$ cat config.mk
export PLATFORM = sky130hd
export DESIGN_NAME = axi_slave_regfile_flat
export DESIGN_NICKNAME = d
export VERILOG_FILES = /design/src/rtl/axi_slave_regfile_if.sv /design/src/rtl/axi_slave_regfile.sv /design/src/flat_wrapper.sv
export SDC_FILE = /design/constraint.sdc
export NUM_CORES = 1
export LEC_CHECK = 0
export BUFFER_PORTS_ARGS = -buffer_cell sky130_fd_sc_hd__buf_4
export CAP_MARGIN = 25
export CORE_ASPECT_RATIO = 0.8
export CORE_MARGIN = 3
export CORE_UTILIZATION = 50
export DETAILED_ROUTE_END_ITERATION = 12
export MAX_ROUTING_LAYER = met4
export PLACE_DENSITY_LB_ADDON = 0.25
export SETUP_SLACK_MARGIN = 0.2
export SLEW_MARGIN = 0
export SYNTH_ARGS = -nofsm -noshare
export SYNTH_HDL_FRONTEND = slang
export SYNTH_SLANG_ARGS = --single-unit
export TNS_END_PERCENT = 10
$ cat constraint.sdc
create_clock -name aclk -period 2.5 [get_ports aclk]
set_input_delay 0.5 -clock aclk [delete_from_list [all_inputs] [get_ports aclk]]
set_output_delay 0.5 -clock aclk [all_outputs]
set_load 0.1 [all_outputs]
$ cat src/rtl/axi_slave_regfile_if.sv
// ----------------------------------------------------------------------------
// axi_slave_regfile_if
// AXI4-Lite bus bundle for axi_slave_regfile. Clock and reset are not part of
// the bundle; they are plain ports on the slave.
//   AW channel : s_axi_awaddr, s_axi_awvalid (M->S), s_axi_awready (S->M)
//   W  channel : s_axi_wdata, s_axi_wstrb, s_axi_wvalid (M->S), s_axi_wready
//   B  channel : s_axi_bresp, s_axi_bvalid (S->M), s_axi_bready (M->S)
//   AR channel : s_axi_araddr, s_axi_arvalid (M->S), s_axi_arready (S->M)
//   R  channel : s_axi_rdata, s_axi_rresp, s_axi_rvalid (S->M), s_axi_rready
// ----------------------------------------------------------------------------
interface axi_slave_regfile_if #(
  parameter int C_S_AXI_DATA_WIDTH = 32,
  parameter int C_S_AXI_ADDR_WIDTH = 32
);
  logic [C_S_AXI_ADDR_WIDTH-1:0]   s_axi_awaddr;
  logic                            s_axi_awvalid;
  logic                            s_axi_awready;
  logic [C_S_AXI_DATA_WIDTH-1:0]   s_axi_wdata;
  logic [C_S_AXI_DATA_WIDTH/8-1:0] s_axi_wstrb;
  logic                            s_axi_wvalid;
  logic                            s_axi_wready;
  logic [1:0]                      s_axi_bresp;
  logic                            s_axi_bvalid;
  logic                            s_axi_bready;
  logic [C_S_AXI_ADDR_WIDTH-1:0]   s_axi_araddr;
  logic                            s_axi_arvalid;
  logic                            s_axi_arready;
  logic [C_S_AXI_DATA_WIDTH-1:0]   s_axi_rdata;
  logic [1:0]                      s_axi_rresp;
  logic                            s_axi_rvalid;
  logic                            s_axi_rready;

  modport slave (
    input  s_axi_awaddr, s_axi_awvalid,
    output s_axi_awready,
    input  s_axi_wdata, s_axi_wstrb, s_axi_wvalid,
    output s_axi_wready,
    output s_axi_bresp, s_axi_bvalid,
    input  s_axi_bready,
    input  s_axi_araddr, s_axi_arvalid,
    output s_axi_arready,
    output s_axi_rdata, s_axi_rresp, s_axi_rvalid,
    input  s_axi_rready
  );

  modport master (
    output s_axi_awaddr, s_axi_awvalid,
    input  s_axi_awready,
    output s_axi_wdata, s_axi_wstrb, s_axi_wvalid,
    input  s_axi_wready,
    input  s_axi_bresp, s_axi_bvalid,
    output s_axi_bready,
    output s_axi_araddr, s_axi_arvalid,
    input  s_axi_arready,
    input  s_axi_rdata, s_axi_rresp, s_axi_rvalid,
    output s_axi_rready
  );
endinterface

$ cat src/rtl/axi_slave_regfile.sv
// ----------------------------------------------------------------------------
// axi_slave_regfile
// AXI4-Lite slave holding eight 32-bit registers REG0..REG7 (index addr[4:2]).
// Any address bit above bit 4 set makes the access out of range: writes are
// dropped and answered SLVERR, reads return zero with SLVERR.
// Ports:
//   aclk    - single clock, rising edge
//   aresetn - asynchronous active-low reset
//   s_axi   - AXI4-Lite bus (axi_slave_regfile_if.slave)
// All bus outputs come straight from flops; none is combinational from an
// input. Only a 32-bit data width is supported.
// ----------------------------------------------------------------------------
module axi_slave_regfile #(
  parameter int C_S_AXI_DATA_WIDTH = 32,
  parameter int C_S_AXI_ADDR_WIDTH = 32
) (
  input  logic               aclk,
  input  logic               aresetn,
  axi_slave_regfile_if.slave s_axi
);

  localparam int DW   = C_S_AXI_DATA_WIDTH;
  localparam int AW   = C_S_AXI_ADDR_WIDTH;
  localparam int SW   = DW / 8;
  localparam int NREG = 8;

  localparam logic [1:0] RESP_OKAY   = 2'b00;
  localparam logic [1:0] RESP_SLVERR = 2'b10;

  typedef enum logic [1:0] {
    W_IDLE = 2'd0,
    W_WAIT = 2'd1,
    W_RESP = 2'd2
  } w_state_e;

  typedef enum logic {
    R_IDLE = 1'b0,
    R_DATA = 1'b1
  } r_state_e;

  // Merge new bytes over the old word where the strobe is set.
  function automatic logic [DW-1:0] apply_strb(input logic [DW-1:0] old_v,
                                               input logic [DW-1:0] new_v,
                                               input logic [SW-1:0] strb);
    logic [DW-1:0] res;
    res = old_v;
    for (int b = 0; b < SW; b++) begin
      if (strb[b]) begin
        res[8*b +: 8] = new_v[8*b +: 8];
      end else begin
        res[8*b +: 8] = old_v[8*b +: 8];
      end
    end
    return res;
  endfunction

  // ---------------------------------------------------------------- state
  logic [DW-1:0] regs_q [NREG];
  logic [DW-1:0] regs_d [NREG];

  w_state_e      w_state_q, w_state_d;
  logic          aw_got_q, aw_got_d;
  logic          w_got_q, w_got_d;
  logic [2:0]    aw_idx_q, aw_idx_d;
  logic          aw_oor_q, aw_oor_d;
  logic [DW-1:0] wdata_q, wdata_d;
  logic [SW-1:0] wstrb_q, wstrb_d;
  logic          awready_q, awready_d;
  logic          wready_q, wready_d;
  logic          bvalid_q, bvalid_d;
  logic [1:0]    bresp_q, bresp_d;

  r_state_e      r_state_q, r_state_d;
  logic          arready_q, arready_d;
  logic          rvalid_q, rvalid_d;
  logic [DW-1:0] rdata_q, rdata_d;
  logic [1:0]    rresp_q, rresp_d;

  // ---------------------------------------------------------------- decode
  logic          aw_hs;
  logic          w_hs;
  logic          ar_hs;
  logic [2:0]    aw_idx;
  logic          aw_oor;
  logic [2:0]    ar_idx;
  logic          ar_oor;
  logic          aw_have;
  logic          w_have;
  logic [2:0]    cm_idx;
  logic          cm_oor;
  logic [DW-1:0] cm_data;
  logic [SW-1:0] cm_strb;
  logic          unused_addr_lsb;

  assign aw_hs  = s_axi.s_axi_awvalid & awready_q;
  assign w_hs   = s_axi.s_axi_wvalid & wready_q;
  assign ar_hs  = s_axi.s_axi_arvalid & arready_q;

  assign aw_idx = s_axi.s_axi_awaddr[4:2];
  assign aw_oor = |s_axi.s_axi_awaddr[AW-1:5];
  assign ar_idx = s_axi.s_axi_araddr[4:2];
  assign ar_oor = |s_axi.s_axi_araddr[AW-1:5];

  // Byte offset within a word carries no meaning here.
  assign unused_addr_lsb = ^{s_axi.s_axi_awaddr[1:0], s_axi.s_axi_araddr[1:0]};

  // "have" = already captured or being captured this cycle; the commit uses
  // the live bus value for whichever half arrives last.
  assign aw_have = aw_got_q | aw_hs;
  assign w_have  = w_got_q | w_hs;
  assign cm_idx  = aw_hs ? aw_idx : aw_idx_q;
  assign cm_oor  = aw_hs ? aw_oor : aw_oor_q;
  assign cm_data = w_hs ? s_axi.s_axi_wdata : wdata_q;
  assign cm_strb = w_hs ? s_axi.s_axi_wstrb : wstrb_q;

  // ---------------------------------------------------------------- outputs
  assign s_axi.s_axi_awready = awready_q;
  assign s_axi.s_axi_wready  = wready_q;
  assign s_axi.s_axi_bvalid  = bvalid_q;
  assign s_axi.s_axi_bresp   = bresp_q;
  assign s_axi.s_axi_arready = arready_q;
  assign s_axi.s_axi_rvalid  = rvalid_q;
  assign s_axi.s_axi_rdata   = rdata_q;
  assign s_axi.s_axi_rresp   = rresp_q;

  // Write FSM next state: capture AW/W independently, commit when both held.
  always_comb begin
    w_state_d = w_state_q;
    aw_got_d  = aw_got_q;
    w_got_d   = w_got_q;
    aw_idx_d  = aw_idx_q;
    aw_oor_d  = aw_oor_q;
    wdata_d   = wdata_q;
    wstrb_d   = wstrb_q;
    awready_d = awready_q;
    wready_d  = wready_q;
    bvalid_d  = bvalid_q;
    bresp_d   = bresp_q;
    regs_d    = regs_q;
    case (w_state_q)
      W_IDLE, W_WAIT: begin
        if (aw_hs) begin
          aw_got_d = 1'b1;
          aw_idx_d = aw_idx;
          aw_oor_d = aw_oor;
        end else begin
          aw_got_d = aw_got_q;
        end
        if (w_hs) begin
          w_got_d = 1'b1;
          wdata_d = s_axi.s_axi_wdata;
          wstrb_d = s_axi.s_axi_wstrb;
        end else begin
          w_got_d = w_got_q;
        end
        if (aw_have && w_have) begin
          if (!cm_oor) begin
            regs_d[cm_idx] = apply_strb(regs_q[cm_idx], cm_data, cm_strb);
            bresp_d        = RESP_OKAY;
          end else begin
            bresp_d        = RESP_SLVERR;
          end
          bvalid_d  = 1'b1;
          awready_d = 1'b0;
          wready_d  = 1'b0;
          aw_got_d  = 1'b0;
          w_got_d   = 1'b0;
          w_state_d = W_RESP;
        end else begin
          // Also raises both readies on the first edge out of reset.
          awready_d = ~aw_have;
          wready_d  = ~w_have;
          w_state_d = (aw_have || w_have) ? W_WAIT : W_IDLE;
        end
      end
      W_RESP: begin
        if (s_axi.s_axi_bready) begin
          bvalid_d  = 1'b0;
          awready_d = 1'b1;
          wready_d  = 1'b1;
          w_state_d = W_IDLE;
        end else begin
          bvalid_d  = 1'b1;
        end
      end
      default: begin
        w_state_d = W_IDLE;
        aw_got_d  = 1'b0;
        w_got_d   = 1'b0;
        awready_d = 1'b0;
        wready_d  = 1'b0;
        bvalid_d  = 1'b0;
        bresp_d   = RESP_OKAY;
      end
    endcase
  end

  // Read FSM next state: regs_q is sampled before any same-cycle commit lands,
  // so a read racing a write to the same register returns the old value.
  always_comb begin
    r_state_d = r_state_q;
    arready_d = arready_q;
    rvalid_d  = rvalid_q;
    rdata_d   = rdata_q;
    rresp_d   = rresp_q;
    case (r_state_q)
      R_IDLE: begin
        if (ar_hs) begin
          arready_d = 1'b0;
          rvalid_d  = 1'b1;
          r_state_d = R_DATA;
          if (ar_oor) begin
            rdata_d = {DW{1'b0}};
            rresp_d = RESP_SLVERR;
          end else begin
            rdata_d = regs_q[ar_idx];
            rresp_d = RESP_OKAY;
          end
        end else begin
          arready_d = 1'b1;
        end
      end
      R_DATA: begin
        if (s_axi.s_axi_rready) begin
          rvalid_d  = 1'b0;
          arready_d = 1'b1;
          r_state_d = R_IDLE;
        end else begin
          rvalid_d  = 1'b1;
        end
      end
      default: begin
        r_state_d = R_IDLE;
        arready_d = 1'b0;
        rvalid_d  = 1'b0;
        rdata_d   = {DW{1'b0}};
        rresp_d   = RESP_OKAY;
      end
    endcase
  end

  // State registers; reset clears the register file and all bus outputs.
  always_ff @(posedge aclk or negedge aresetn) begin
    if (!aresetn) begin
      for (int i = 0; i < NREG; i++) begin
        regs_q[i] <= {DW{1'b0}};
      end
      w_state_q <= W_IDLE;
      aw_got_q  <= 1'b0;
      w_got_q   <= 1'b0;
      aw_idx_q  <= 3'd0;
      aw_oor_q  <= 1'b0;
      wdata_q   <= {DW{1'b0}};
      wstrb_q   <= {SW{1'b0}};
      awready_q <= 1'b0;
      wready_q  <= 1'b0;
      bvalid_q  <= 1'b0;
      bresp_q   <= RESP_OKAY;
      r_state_q <= R_IDLE;
      arready_q <= 1'b0;
      rvalid_q  <= 1'b0;
      rdata_q   <= {DW{1'b0}};
      rresp_q   <= RESP_OKAY;
    end else begin
      regs_q    <= regs_d;
      w_state_q <= w_state_d;
      aw_got_q  <= aw_got_d;
      w_got_q   <= w_got_d;
      aw_idx_q  <= aw_idx_d;
      aw_oor_q  <= aw_oor_d;
      wdata_q   <= wdata_d;
      wstrb_q   <= wstrb_d;
      awready_q <= awready_d;
      wready_q  <= wready_d;
      bvalid_q  <= bvalid_d;
      bresp_q   <= bresp_d;
      r_state_q <= r_state_d;
      arready_q <= arready_d;
      rvalid_q  <= rvalid_d;
      rdata_q   <= rdata_d;
      rresp_q   <= rresp_d;
    end
  end

endmodule
$ cat src/flat_wrapper.sv
// flat-port wrapper written by rule: the top's interface ports become plain ports
module axi_slave_regfile_flat 
#(
  parameter int C_S_AXI_DATA_WIDTH = 32,
  parameter int C_S_AXI_ADDR_WIDTH = 32
)
  (aclk, aresetn, s_axi_s_axi_awaddr, s_axi_s_axi_awvalid, s_axi_s_axi_awready, s_axi_s_axi_wdata, s_axi_s_axi_wstrb, s_axi_s_axi_wvalid, s_axi_s_axi_wready, s_axi_s_axi_bresp, s_axi_s_axi_bvalid, s_axi_s_axi_bready, s_axi_s_axi_araddr, s_axi_s_axi_arvalid, s_axi_s_axi_arready, s_axi_s_axi_rdata, s_axi_s_axi_rresp, s_axi_s_axi_rvalid, s_axi_s_axi_rready);
  axi_slave_regfile_if #(.C_S_AXI_DATA_WIDTH(C_S_AXI_DATA_WIDTH), .C_S_AXI_ADDR_WIDTH(C_S_AXI_ADDR_WIDTH)) s_axi_i ();
  input  logic aclk;
  input  logic aresetn;
  input wire logic [$bits(s_axi_i.s_axi_awaddr)-1:0] s_axi_s_axi_awaddr;
  input wire logic [$bits(s_axi_i.s_axi_awvalid)-1:0] s_axi_s_axi_awvalid;
  output wire logic [$bits(s_axi_i.s_axi_awready)-1:0] s_axi_s_axi_awready;
  input wire logic [$bits(s_axi_i.s_axi_wdata)-1:0] s_axi_s_axi_wdata;
  input wire logic [$bits(s_axi_i.s_axi_wstrb)-1:0] s_axi_s_axi_wstrb;
  input wire logic [$bits(s_axi_i.s_axi_wvalid)-1:0] s_axi_s_axi_wvalid;
  output wire logic [$bits(s_axi_i.s_axi_wready)-1:0] s_axi_s_axi_wready;
  output wire logic [$bits(s_axi_i.s_axi_bresp)-1:0] s_axi_s_axi_bresp;
  output wire logic [$bits(s_axi_i.s_axi_bvalid)-1:0] s_axi_s_axi_bvalid;
  input wire logic [$bits(s_axi_i.s_axi_bready)-1:0] s_axi_s_axi_bready;
  input wire logic [$bits(s_axi_i.s_axi_araddr)-1:0] s_axi_s_axi_araddr;
  input wire logic [$bits(s_axi_i.s_axi_arvalid)-1:0] s_axi_s_axi_arvalid;
  output wire logic [$bits(s_axi_i.s_axi_arready)-1:0] s_axi_s_axi_arready;
  output wire logic [$bits(s_axi_i.s_axi_rdata)-1:0] s_axi_s_axi_rdata;
  output wire logic [$bits(s_axi_i.s_axi_rresp)-1:0] s_axi_s_axi_rresp;
  output wire logic [$bits(s_axi_i.s_axi_rvalid)-1:0] s_axi_s_axi_rvalid;
  input wire logic [$bits(s_axi_i.s_axi_rready)-1:0] s_axi_s_axi_rready;
  assign s_axi_i.s_axi_awaddr = s_axi_s_axi_awaddr;
  assign s_axi_i.s_axi_awvalid = s_axi_s_axi_awvalid;
  assign s_axi_s_axi_awready = s_axi_i.s_axi_awready;
  assign s_axi_i.s_axi_wdata = s_axi_s_axi_wdata;
  assign s_axi_i.s_axi_wstrb = s_axi_s_axi_wstrb;
  assign s_axi_i.s_axi_wvalid = s_axi_s_axi_wvalid;
  assign s_axi_s_axi_wready = s_axi_i.s_axi_wready;
  assign s_axi_s_axi_bresp = s_axi_i.s_axi_bresp;
  assign s_axi_s_axi_bvalid = s_axi_i.s_axi_bvalid;
  assign s_axi_i.s_axi_bready = s_axi_s_axi_bready;
  assign s_axi_i.s_axi_araddr = s_axi_s_axi_araddr;
  assign s_axi_i.s_axi_arvalid = s_axi_s_axi_arvalid;
  assign s_axi_s_axi_arready = s_axi_i.s_axi_arready;
  assign s_axi_s_axi_rdata = s_axi_i.s_axi_rdata;
  assign s_axi_s_axi_rresp = s_axi_i.s_axi_rresp;
  assign s_axi_s_axi_rvalid = s_axi_i.s_axi_rvalid;
  assign s_axi_i.s_axi_rready = s_axi_s_axi_rready;
  axi_slave_regfile #(.C_S_AXI_DATA_WIDTH(C_S_AXI_DATA_WIDTH), .C_S_AXI_ADDR_WIDTH(C_S_AXI_ADDR_WIDTH)) u_core (.aclk(aclk), .aresetn(aresetn), .s_axi(s_axi_i));
endmodule
# Word level (Yosys, flattened, before mapping)
# Index checks and enable logic that the tools add are counted.
# totals
register_bits	342
in_bits	107
out_inout_bits	41
word_cells	119
# classes
order_cmp	3
eq_ne	8
mux	60
bitwise_logic	12
n_reduce_logical	12
# ops
op	n
$bwmux 256	1
$mux 32	7
$bmux 32 s3	2
$mux 8	16
$demux 32 s3	1
$reduce_or 27->1	2
$mux 1	16
$pmux 1 s2	8
$mux 2	5
$ge 4x4->1 const B	2
$not 3->4	2
$pmux 2 s2	2
$reduce_and 2->1	4
$ne 3x1->1 const B	2
$not 1->1	5
$lt 4x1->1 const B	1
$mux 4	1
$ne 2x1->1 const B	2
$ne 2x2->1 const B	2
$and 1x1->1	3
$mux 3	1
$reduce_and 3->1	1
$eq 2x1->1 const B	1
$eq 2x2->1 const B	1
5 further kinds	7

# Longest topological paths before layout
# Gate-level depths: netlist (run 1).
# depth
word_depth	11
mapped_depth	10
ltp_nobuf	7

# Least setup slack after synthesis (run 1)
# OpenSTA, ideal clock, no wires.
# synth_path
path_kind	reg-to-reg
startpoint	reg u_core.wready_q (netlist: u_core.s_axi.s_axi_wready)
endpoint	reg u_core.regs_q[245] (netlist bit)
setup_ns	0.125
t_arrival_ns	2.856
t_required_ns	2.375
setup_slack_ns	-0.481
stages_incl_launch_ff	11
path_buffers	3
synth_period_minus_slack_ns	2.981
path_cell_list	dfrtp_1 nand2_1 clkbuf_1 nand2b_1 ha_1 nor2b_1 and3_1 nand2b_1 clkbuf_1 buf_1 mux2_2
# synth_via
elab_chain_cells	7
elab_cells_between_ends	11
cone_classes	mux (7); bitwise (2); reduce/logical (2)
# synth_rtl
item	line_no	rtl
start: declaration	axi_slave_regfile.sv:69	logic wready_q, wready_d;
start signal: assignment	axi_slave_regfile.sv:274	wready_q <= wready_d;
$and 1x1->1 *	axi_slave_regfile.sv:96	assign w_hs = s_axi.s_axi_wvalid & wready_q;
$mux 32 or $mux 4 (tied branches)	axi_slave_regfile.sv:113, axi_slave_regfile.sv:114	
$mux 8	axi_slave_regfile.sv:48	if (strb[b]) begin
$mux 8	axi_slave_regfile.sv:157	if (!cm_oor) begin
$mux 8	axi_slave_regfile.sv:156	if (aw_have && w_have) begin
$mux 8	axi_slave_regfile.sv:140	case (w_state_q)
$bwmux 256	axi_slave_regfile.sv:158	regs_d[cm_idx] = apply_strb(regs_q[cm_idx], cm_data, cm_strb);
end signal: indexed assignment	axi_slave_regfile.sv:246	regs_q[i] <= {DW{1'b0}};
end signal: assignment	axi_slave_regfile.sv:265	regs_q <= regs_d;
end: declaration	axi_slave_regfile.sv:58	logic [DW-1:0] regs_q [NREG];
# Every way passes the cells marked *; elsewhere a longest branch is shown, timed or not. The select of a mux whose other input is x is not followed.
# A chain may end at the register's enable or synchronous reset.

# Worst setup path in the final report (run 1)
# layout_path
startpoint	reg u_core.awready_q (netlist: u_core.s_axi.s_axi_awready)
endpoint	reg u_core.regs_q[45] (netlist bit)
# layout_via
elab_chain_cells	11
elab_cells_between_ends	21
cone_classes	order compare (2); mux (12); bitwise (4); reduce/logical (3)
# layout_rtl
item	line_no	rtl
start: declaration	axi_slave_regfile.sv:68	logic awready_q, awready_d;
start signal: assignment	axi_slave_regfile.sv:273	awready_q <= awready_d;
$and 1x1->1 *	axi_slave_regfile.sv:95	assign aw_hs = s_axi.s_axi_awvalid & awready_q;
$mux 3	axi_slave_regfile.sv:111	assign cm_idx = aw_hs ? aw_idx : aw_idx_q;
$not 3->4 (not written as such)	axi_slave_regfile.sv:158	
$bmux 32 s3	axi_slave_regfile.sv:158	
$mux 32 (not written as such) (2 in a row)	axi_slave_regfile.sv:158	
$mux 8	axi_slave_regfile.sv:48	
$mux 8	axi_slave_regfile.sv:157	
$mux 8	axi_slave_regfile.sv:156	
$mux 8	axi_slave_regfile.sv:140	
$bwmux 256	axi_slave_regfile.sv:158	
# Marks and branches as above.

==> results of run 1 <==
## area by class of cell
cell class                      instances  area (um^2)
Fill cell                            2622        13100
Clock inverter                          9         81.3
Clock buffer                           54         1100
Tap cell                              472          591
Multi-Input combinational cell        832         9070
Timing Repair Buffer                  275         2590
Inverter                                4         15.0
Sequential cell                       340         8520
## metal layers
metal  GRT usage (%)  part of all wire [%]  wire (um)
met5               -                     0          0
met4            5.30                   1.7        807
met3            3.62                   4.7       2210
met2            39.4                    47      21900
met1            35.9                    47      21700
## how the worst max path moves through the flow
| stage | startpoint | endpoint | slack [ps] | depth (start not counted) |
|---|---|---|---|---|
| 6_report | u_core.s_axi.s_axi_awready | u_core.regs_q[45] | 150 | 8 |
| 3_3_place_gp | s_axi_s_axi_awaddr[22] | u_core.regs_q[81] | -100 | 9 |
| 5_1_grt | u_core.s_axi.s_axi_awready | u_core.regs_q[35] | 60 | 9 |
| 3_5_place_dp | s_axi_s_axi_awaddr[30] | u_core.regs_q[67] | -170 | 9 |
| 4_1_cts | u_core.s_axi.s_axi_awready | u_core.regs_q[45] | 160 | 8 |
| 2_1_floorplan | u_core.s_axi.s_axi_wready | u_core.regs_q[39] | 140 | 10 |
## logic make-up after synthesis
| family | Yosys count | synth area share (%) |
|---|---|---|
| compound gates | 184 | 10.2 |
| fa+ha+maj | 1 | 0.0699 |
| buf+inv | 102 | 3.00 |
| flops | 340 | 47.5 |
| mux | 518 | 35.5 |
| other cells | 1 | 0.0209 |
| simple gates | 127 | 3.70 |
## worst max-delay path: stages (launching register included)
cell	delay, ps
dfrtp_4	520
nand2_8	90
mux2i_4	300
buf_12	220
buf_12	170
mux2i_4	240
o22a_1	220
a31oi_4	140
mux2_1	310
## power groups by stage
stage                     logic, mW  clock network (mW)  registers (mW)
after global routing           12.9                5.69            9.28
after CTS                      12.0                5.47            8.95
final                          12.1                5.35            9.02
after floorplan                7.76                   0            8.87
after detailed placement       11.7                   0            9.03
after global placement         11.5                   0            8.90
## through the flow
step	std cells	worst slack (ps)	hold WS, ps	setup TNS (ps)	power, mW
final	1986	148	211	0	26.5
after detailed placement	1912	-170	470	-14950	20.8
after floorplan	1274	142	204	0	16.6
after CTS	1983	161	188	0	26.4
after global routing	1986	64.9	196	0	27.9
after global placement	1912	-98.4	462	-7580	20.4
## flip-flops by register name, indices dropped and copies added (netlist names)
signal and flops:
u_core.aw_got_q 1, u_core.aw_idx_q 3, u_core.aw_oor_q 1, u_core.r_state_q 1, u_core.regs_q 256, u_core.s_axi.s_axi_arready 1
u_core.s_axi.s_axi_awready 1, u_core.s_axi.s_axi_bresp 1, u_core.s_axi.s_axi_bvalid 1, u_core.s_axi.s_axi_rdata 32, u_core.s_axi.s_axi_rresp 1, u_core.s_axi.s_axi_rvalid 1
u_core.s_axi.s_axi_wready 1, u_core.w_got_q 1, u_core.w_state_q 2, u_core.wdata_q 32, u_core.wstrb_q 4
## layout by cell type (no fill, tap or decap), types with 8 or more instances in the layout
cell	n
mux2_1	67
o22a_1	64
and2_1	33
mux2_2	215
mux2i_1	155
clkbuf_8	11
clkbuf_16	38
o21ai_0	36
nand2_1	41
a211oi_1	32
buf_4	229
buf_12	37
nor2_1	8
a31oi_4	34
nor4_1	13
mux4_2	64
dfrtp_1	338
## what timing repair did
item	CTS	global route
endpoints found under the setup margin	200	256
hold buffers	1	0
pin swaps	5	16
gates resized for setup	8	16
hold endpoints to repair	47	0
cloned	1	2
setup buffers	6	1
==> impl_metrics.csv, run 1 <==
group,metric,value,unit
synth,synth-seq-cells,340,
critical_path,crit_type,"register to register",
grt,grt_pass1_vias,12500,
final_layout,fin_util,62.7,%
critical_path,cp-end-kind,"register",
clocking,clk_latency,530,ps
floorplan,fp-row-count,61,
drt,drt_iter0_drc,784,
drt,postRouteAntennaNets,0,
timing,skew,20.0,ps
final_layout,diodes,0,
worst_hold_path,hold_path_startpoint,"s_axi_s_axi_bready",
synth,synth.most_common_cell,"dfrtp_1",
worst_hold_path,hold-path-cell-count,2,
power,clock_power_share,20.2,%
drt,viasPerCell,5.97,
grt,antenna_found_initial,1,
timing,period_needed,2350,ps
synth,synthArstFlopShare,100,%
critical_path,crit_arrival,2750,ps
floorplan,io_pins,148,
final_layout,fin_nets,1598,
critical_path,reg2reg_depth,8,
final_layout,layout-drive-gt1-share,45.0,%
drt,num_vias,11900,
synth,synth_cell_types,45,
drt,first_pass_iters,5,
placement,place_congestion,0.786,
drt,drt_drc_violations_left,0,
grt,grt_pass1_wl,72600,um
drt,wl_per_cell,23.5,um
drt,routed_wl,46600,um
clocking,htree_levels,2,
final_layout,stdcell_area,22000,um^2
power,p_per_area,1210,nW/um^2
outcome,status,"completed",
floorplan,dieWidth,218,um
timing,max_slew_margin,63.9,%
floorplan,start_util,51.1,%
critical_path,r2r_setup_slack,150,ps
power,power_switching,9.61,mW
power,internal_power,16.9,mW
worst_hold_path,min_path_type,"input pin to register",
synth,synth_area_leaders,"dfrtp_1, mux2_2, mux2i_1",
synth,synth_edf_count,0,
grt,grt_max_degree,70,
final_layout,areaGrowthSynthToFinish,22.7,%
synth,synth_ff_type,"dfrtp_1",
placement,hpwlAfterDp,30200,um
timing,final_max_slew_viol_count,0,
synth,ys_seq_area_share,47.5,%
synth,ys_top_cells_by_count,"dfrtp_1, mux2_2, mux2i_1",
critical_path,cp-start-kind,"register",
timing,tightest_slew,541,ps
timing,setup_viol,0,
clocking,clk_pin_slew_worst_paths,60,ps
timing,rsz0062_at_grt,"true",
floorplan,dieArea,38100,um^2
clocking,cts.sinks,340,
synth,synth_top_area_share,47.5,%
critical_path,critical_path_required,2900,ps
placement,postPlaceCellArea,20600,um^2
power,seq_power_share,34.1,%
grt,grt_overflow,0,
power,combinationalPowerShare,45.7,%
floorplan,core,35000,um^2
power,p_sw_share,36.3,%
clocking,cts_tree,"built",
power,ir_worst_vdd,0.000855,V
synth,yosys.area.top_type,"dfrtp_1",
timing,finalHoldViolCount,0,
grt,grtUsageTotal,25.3,%
clocking,cts_buffer_depth,3,
clocking,cts_made_buffers,37,
timing,finalCritPeriodShare,94.1,%
synth,yosysWarnings,0,
flow_run,cap_violations,0,
clocking,root_buffer,"clkbuf_16",
worst_hold_path,min_to,"u_core.w_state_q[1]",
critical_path,regToRegStartpoint,"u_core.s_axi.s_axi_awready",
timing,clock.fmax,425,MHz
synth,syn_avg_cell_area,14.1,um^2
critical_path,r2r-end,"u_core.regs_q[45]",
synth,syn_inst,1273,
floorplan,die_h,175,um
power,p_leak,9.85,nW
synth,synth_area,17900,um^2
critical_path,critPathMaxFanout,12,
placement,port_buffers,141,
(Power assumes the default switching activity.)
==> run 2, diff against run 1 <==
clock period = 2.9 ns   (was 2.5 ns; I/O delays follow)
==> impl_metrics.csv, run 2 (same netlist as run 1, synthesis figures left out) <==
group,metric,value,unit
outcome,status,"completed",
timing,finalCritPeriodShare,81.4,%
critical_path,crit_slowest_cell,"mux2i_4",
final_layout,areaGrowthSynthToFinish,19.1,%
final_layout,layout_common_cells,"dfrtp_1, mux2_2, buf_4, mux2i_1, mux2_1",
floorplan,die_h,175,um
clocking,cts_made_buffers,36,
grt,busiest_layer,"met2",
grt,grt_use_met2,40.6,%
timing,max_slew_margin,51.0,%
placement,place_congestion,0.792,
power,p_leak,9.51,nW
final_layout,fin_cells,1933,
final_layout,layout-drive-gt1-share,41.8,%
floorplan,io_pins,148,
timing,rsz0062_at_grt,"false",
critical_path,r2r_setup_slack,540,ps
timing,finalHoldViolCount,0,
timing,setup_viol,0,
grt,grt.met3_usage,3.25,%
placement,dp_cells,1870,
critical_path,critPathTopFamily,"multiplexers",
critical_path,reg2reg_depth,7,
clocking,cts_setup_buffers,0,
timing,tns,0,ps
grt,grt_overflow,0,
grt,antenna_found_initial,0,
flow_run,cap_violations,0,
drt,drt_drc_violations_left,0,
power,finalPower,21.9,mW
clocking,root_buffer,"clkbuf_16",
final_layout,fin_util,60.9,%
placement,hpwlAfterDp,29300,um
clocking,hold_buffers,0,
final_layout,final_common_cell,"dfrtp_1",
clocking,ctsResizeCount,0,
timing,tightest_slew,735,ps
critical_path,crit_chain,"and2_2, mux2i_4, buf_12, a211oi_1, buf_4, a31oi_4, mux2_2",
timing,final_max_slew_viol_count,0,
critical_path,critPathMaxFanout,11,
critical_path,cp_num_buf_inv,2,
critical_path,r2r-end,"u_core.regs_q[135]",
timing,period_needed,2360,ps
final_layout,diodes,0,
power,p_per_area,1030,nW/um^2
critical_path,cp-start-kind,"register",
timing,clock.fmax,424,MHz
clocking,cts_buffer_depth,3,
drt,routed_wl,46000,um
critical_path,crit_path_max_incr_delay,540,ps
clocking,clk_latency,520,ps
clocking,htree_levels,2,
grt,grt_pass1_wl,72700,um
worst_hold_path,min_path_type,"input pin to async pin",
power,ir_worst_vdd,0.000482,V
floorplan,dieWidth,218,um
critical_path,critical_path_required,3360,ps
floorplan,dieArea,38100,um^2
floorplan,fp-row-count,61,
grt,met1_usage,34.3,%
drt,drt_iter0_drc,746,
drt,postRouteAntennaNets,0,
drt,wl_per_cell,23.8,um
clocking,cts.sinks,340,
grt,grtUsageTotal,25.2,%
clocking,cts_tree,"built",
critical_path,crit_type,"register to register",
final_layout,largest_register_ffs,256,
final_layout,fin_nets,1544,
timing,skew,10.9,ps
clocking,clk_pin_slew_worst_paths,60,ps
grt,grt_pass1_vias,12400,
final_layout,largest_register,"u_core.regs_q",
drt,viasPerCell,6.03,
placement,port_buffers,141,
critical_path,crit_arrival,2820,ps
floorplan,core,35000,um^2
drt,num_vias,11600,
critical_path,regToRegStartpoint,"u_core.s_axi.s_axi_wready",
drt,first_pass_iters,5,
floorplan,start_util,51.1,%
grt,grt_max_degree,70,
critical_path,cp-end-kind,"register",
[run 2: worst max path at each step]
stage / end / startpoint / cells past startpoint / slack [ps]
detailed placement: u_core.regs_q[39] / s_axi_s_axi_wvalid / 8 / 280
global placement: u_core.regs_q[39] / s_axi_s_axi_wvalid / 8 / 300
floorplan: u_core.regs_q[161] / u_core.s_axi.s_axi_wready / 10 / 140
global route: u_core.regs_q[7] / u_core.s_axi.s_axi_wready / 7 / 430
finish: u_core.regs_q[135] / u_core.s_axi.s_axi_wready / 7 / 540
CTS: u_core.regs_q[135] / u_core.s_axi.s_axi_wready / 7 / 550
[run 2: through the flow]
step | hold WS [ps] | instance area [um^2] | setup slack (ps)
floorplan | 284 | 17900 | 141
global placement | 463 | 20200 | 304
detailed placement | 472 | 20200 | 285
CTS | 37.3 | 21300 | 546
global route | 61.5 | 21300 | 432
finish | 35.8 | 21300 | 540
[run 2: cell type report]
cell class                 count  area, um^2
timing repair buffer         222        2090
sequential                   340        8510
clock inverter                10         100
clock buffer                  53        1060
inverter                       4        15.0
tap                          472         591
multi-input combinational    832        8960
fill                        2738       13700
[run 2: power by group]
part           leakage (nW)  total, mW  switching, mW  internal (mW)
sequential             4.47       7.74           1.24           6.50
combinational          4.46       9.60           4.94           4.66
clock                 0.576       4.57           1.87           2.70
[run 2: layer usage]
metal	share of wire, %	up-vias	wire [um]
met3	4.4	63	2030
met4	2.4	0	1100
met2	48	241	22200
li1	-	5182	-
met1	45	6162	20700
met5	0	-	0
[run 2: worst reg2reg max path: cells and delay by family, from the launching register on]
| family | cells | cell delay (ps) |
|---|---|---|
| AO/OA/AOI/OAI | 2 | 290 |
| AND/OR/NAND/NOR | 1 | 510 |
| buffers and inverters | 2 | 370 |
| flip-flops | 1 | 380 |
| multiplexers | 2 | 750 |
==> run 3, diff against run 2 <==
clock period = 2.21 ns   (was 2.9 ns; I/O delays follow)
==> impl_metrics.csv, run 3 (same netlist as run 1, synthesis figures left out) <==
group,metric,value,unit
placement,place_congestion,0.801,
timing,fin_ws,-110,ps
floorplan,die_h,175,um
drt,routed_wl,47600,um
power,ir_worst_vdd,0.000720,V
final_layout,diodes,0,
flow_run,cap_violations,0,
grt,grt_pass1_vias,12700,
grt,grt.met3_usage,3.22,%
drt,postRouteAntennaNets,0,
final_layout,layout-drive-gt1-share,48.2,%
grt,grt_use_met2,40.6,%
floorplan,dieArea,38100,um^2
power,p_leak,10.1,nW
clocking,htree_levels,2,
drt,wl_per_cell,23.8,um
timing,tightest_slew,537,ps
power,internal_power,19.6,mW
power,seq_power_share,33.3,%
clocking,cts_made_buffers,36,
timing,rsz0062_at_grt,"true",
floorplan,dieWidth,218,um
final_layout,fin_nets,1616,
drt,num_vias,12000,
critical_path,critical_path_required,2620,ps
placement,dp_cells,1928,
floorplan,fp-row-count,61,
drt,viasPerCell,6.00,
final_layout,largest_register,"u_core.regs_q",
grt,antenna_found_initial,0,
critical_path,cp-start-kind,"register",
drt,first_pass_iters,5,
outcome,status,"finished, violations left",
placement,port_buffers,141,
critical_path,crit_type,"register to register",
final_layout,areaGrowthSynthToFinish,25.6,%
critical_path,regToRegStartpoint,"u_core.s_axi.s_axi_awready",
power,p_per_area,1370,nW/um^2
timing,clock.fmax,431,MHz
timing,finalCritPeriodShare,105,%
clocking,clk_pin_slew_worst_paths,60,ps
grt,grtUsageTotal,25.7,%
grt,met1_usage,36.6,%
critical_path,crit_arrival,2730,ps
power,p_sw_share,36.3,%
grt,grt_max_degree,82,
timing,final_max_slew_viol_count,0,
critical_path,cp-startpoint,"u_core.s_axi.s_axi_awready",
timing,period_needed,2320,ps
final_layout,layout_common_cells,"dfrtp_1, buf_4, mux2_2, mux2i_1",
clocking,cts.sinks,340,
timing,setup_viol,253,
clocking,cts_buffer_depth,3,
critical_path,cp-end-kind,"register",
timing,whs,144,ps
clocking,clk_latency,530,ps
grt,grt_overflow,0,
worst_hold_path,min_path_type,"input pin to register",
final_layout,largest_register_ffs,256,
power,finalPower,30.8,mW
final_layout,final_common_cell,"dfrtp_1",
floorplan,core,35000,um^2
drt,drt_iter0_drc,816,
outcome,violations,"negative setup slack",
clocking,cts_tree,"built",
placement,hpwlAfterDp,30300,um
drt,drt_drc_violations_left,0,
grt,grt_pass1_wl,74100,um
grt,busiest_layer,"met2",
clocking,root_buffer,"clkbuf_16",
floorplan,start_util,51.1,%
power,clock_power_share,19.8,%
timing,finalHoldViolCount,0,
floorplan,io_pins,148,
final_layout,fin_cells,2004,
critical_path,critPathMaxFanout,16,
worst_hold_path,hold_path_startpoint,"s_axi_s_axi_bready",
power,combinationalPowerShare,46.8,%
timing,skew,15.1,ps
power,power_switching,11.2,mW
timing,max_slew_margin,64.2,%
[run 3: per-stage QoR]
| stage | util, % | instance area [um^2] | worst slack (ps) | setup TNS (ps) |
|---|---|---|---|---|
| 3_5_place_dp | 59.4 | 20800 | -336 | -61740 |
| 6_report | 64.2 | 22500 | -110 | -12650 |
| 4_1_cts | 63.5 | 22200 | -123 | -16740 |
| 2_1_floorplan | - | 18100 | -74.3 | -13460 |
| 3_3_place_gp | 59.4 | 20800 | -308 | -57020 |
| 5_1_grt | 64.2 | 22500 | -177 | -33050 |
[run 3: worst paths after layout]
check                                               end  slack [ps]  cells after the start
max in group asynchronous            u_core.wdata_q[12]         980                      3
min in group asynchronous              u_core.regs_q[5]         440                      2
hold reg to reg            u_core.s_axi.s_axi_rdata[24]         480                      2
hold / removal                      u_core.w_state_q[1]         140                      2
setup / recovery                      u_core.regs_q[51]        -110                      8
setup reg to reg                      u_core.regs_q[51]        -110                      8
[run 3: critical path: stages, from the launching register on]
cell     delay, ps
dfrtp_4        510
nand2_8         80
mux2i_4        270
buf_12         210
buf_12         190
mux2i_2        240
o22a_1         210
a31oi_4        140
mux2_1         330
[run 3: cell type report]
cell class	instances	area, um^2
Fill cell	2560	12600
Multi-Input combinational cell	832	9280
Sequential cell	340	8520
Timing Repair Buffer	294	2900
Clock buffer	51	1040
Tap cell	472	591
Clock inverter	11	138
Inverter	4	15.0
[run 3: power by group through the flow]
stage | sequential [mW] | clock, mW | combinational [mW]
finish | 10.3 | 6.12 | 14.4
global route | 10.5 | 6.50 | 15.3
CTS | 10.2 | 6.25 | 14.0
floorplan | 10.0 | 0 | 8.85
detailed placement | 10.2 | 0 | 13.5
global placement | 10.1 | 0 | 13.2
[run 3: per-layer routing]
metal  vias up  part of all wire (%)
met1      6398                    47
li1       5307                     -
met3        45                   4.6
met4         0                   1.1
met2       279                    47
met5         -                     0
[run 3: repair_timing]
action | in CTS | in global routing
endpoints found under the hold margin | 38 | 0
setup endpoints to repair | 256 | 256
pin swaps | 19 | 23
cloned | 3 | 1
buffers inserted | 9 | 0
gates resized for setup | 24 | 57
hold buffers | 1 | 0
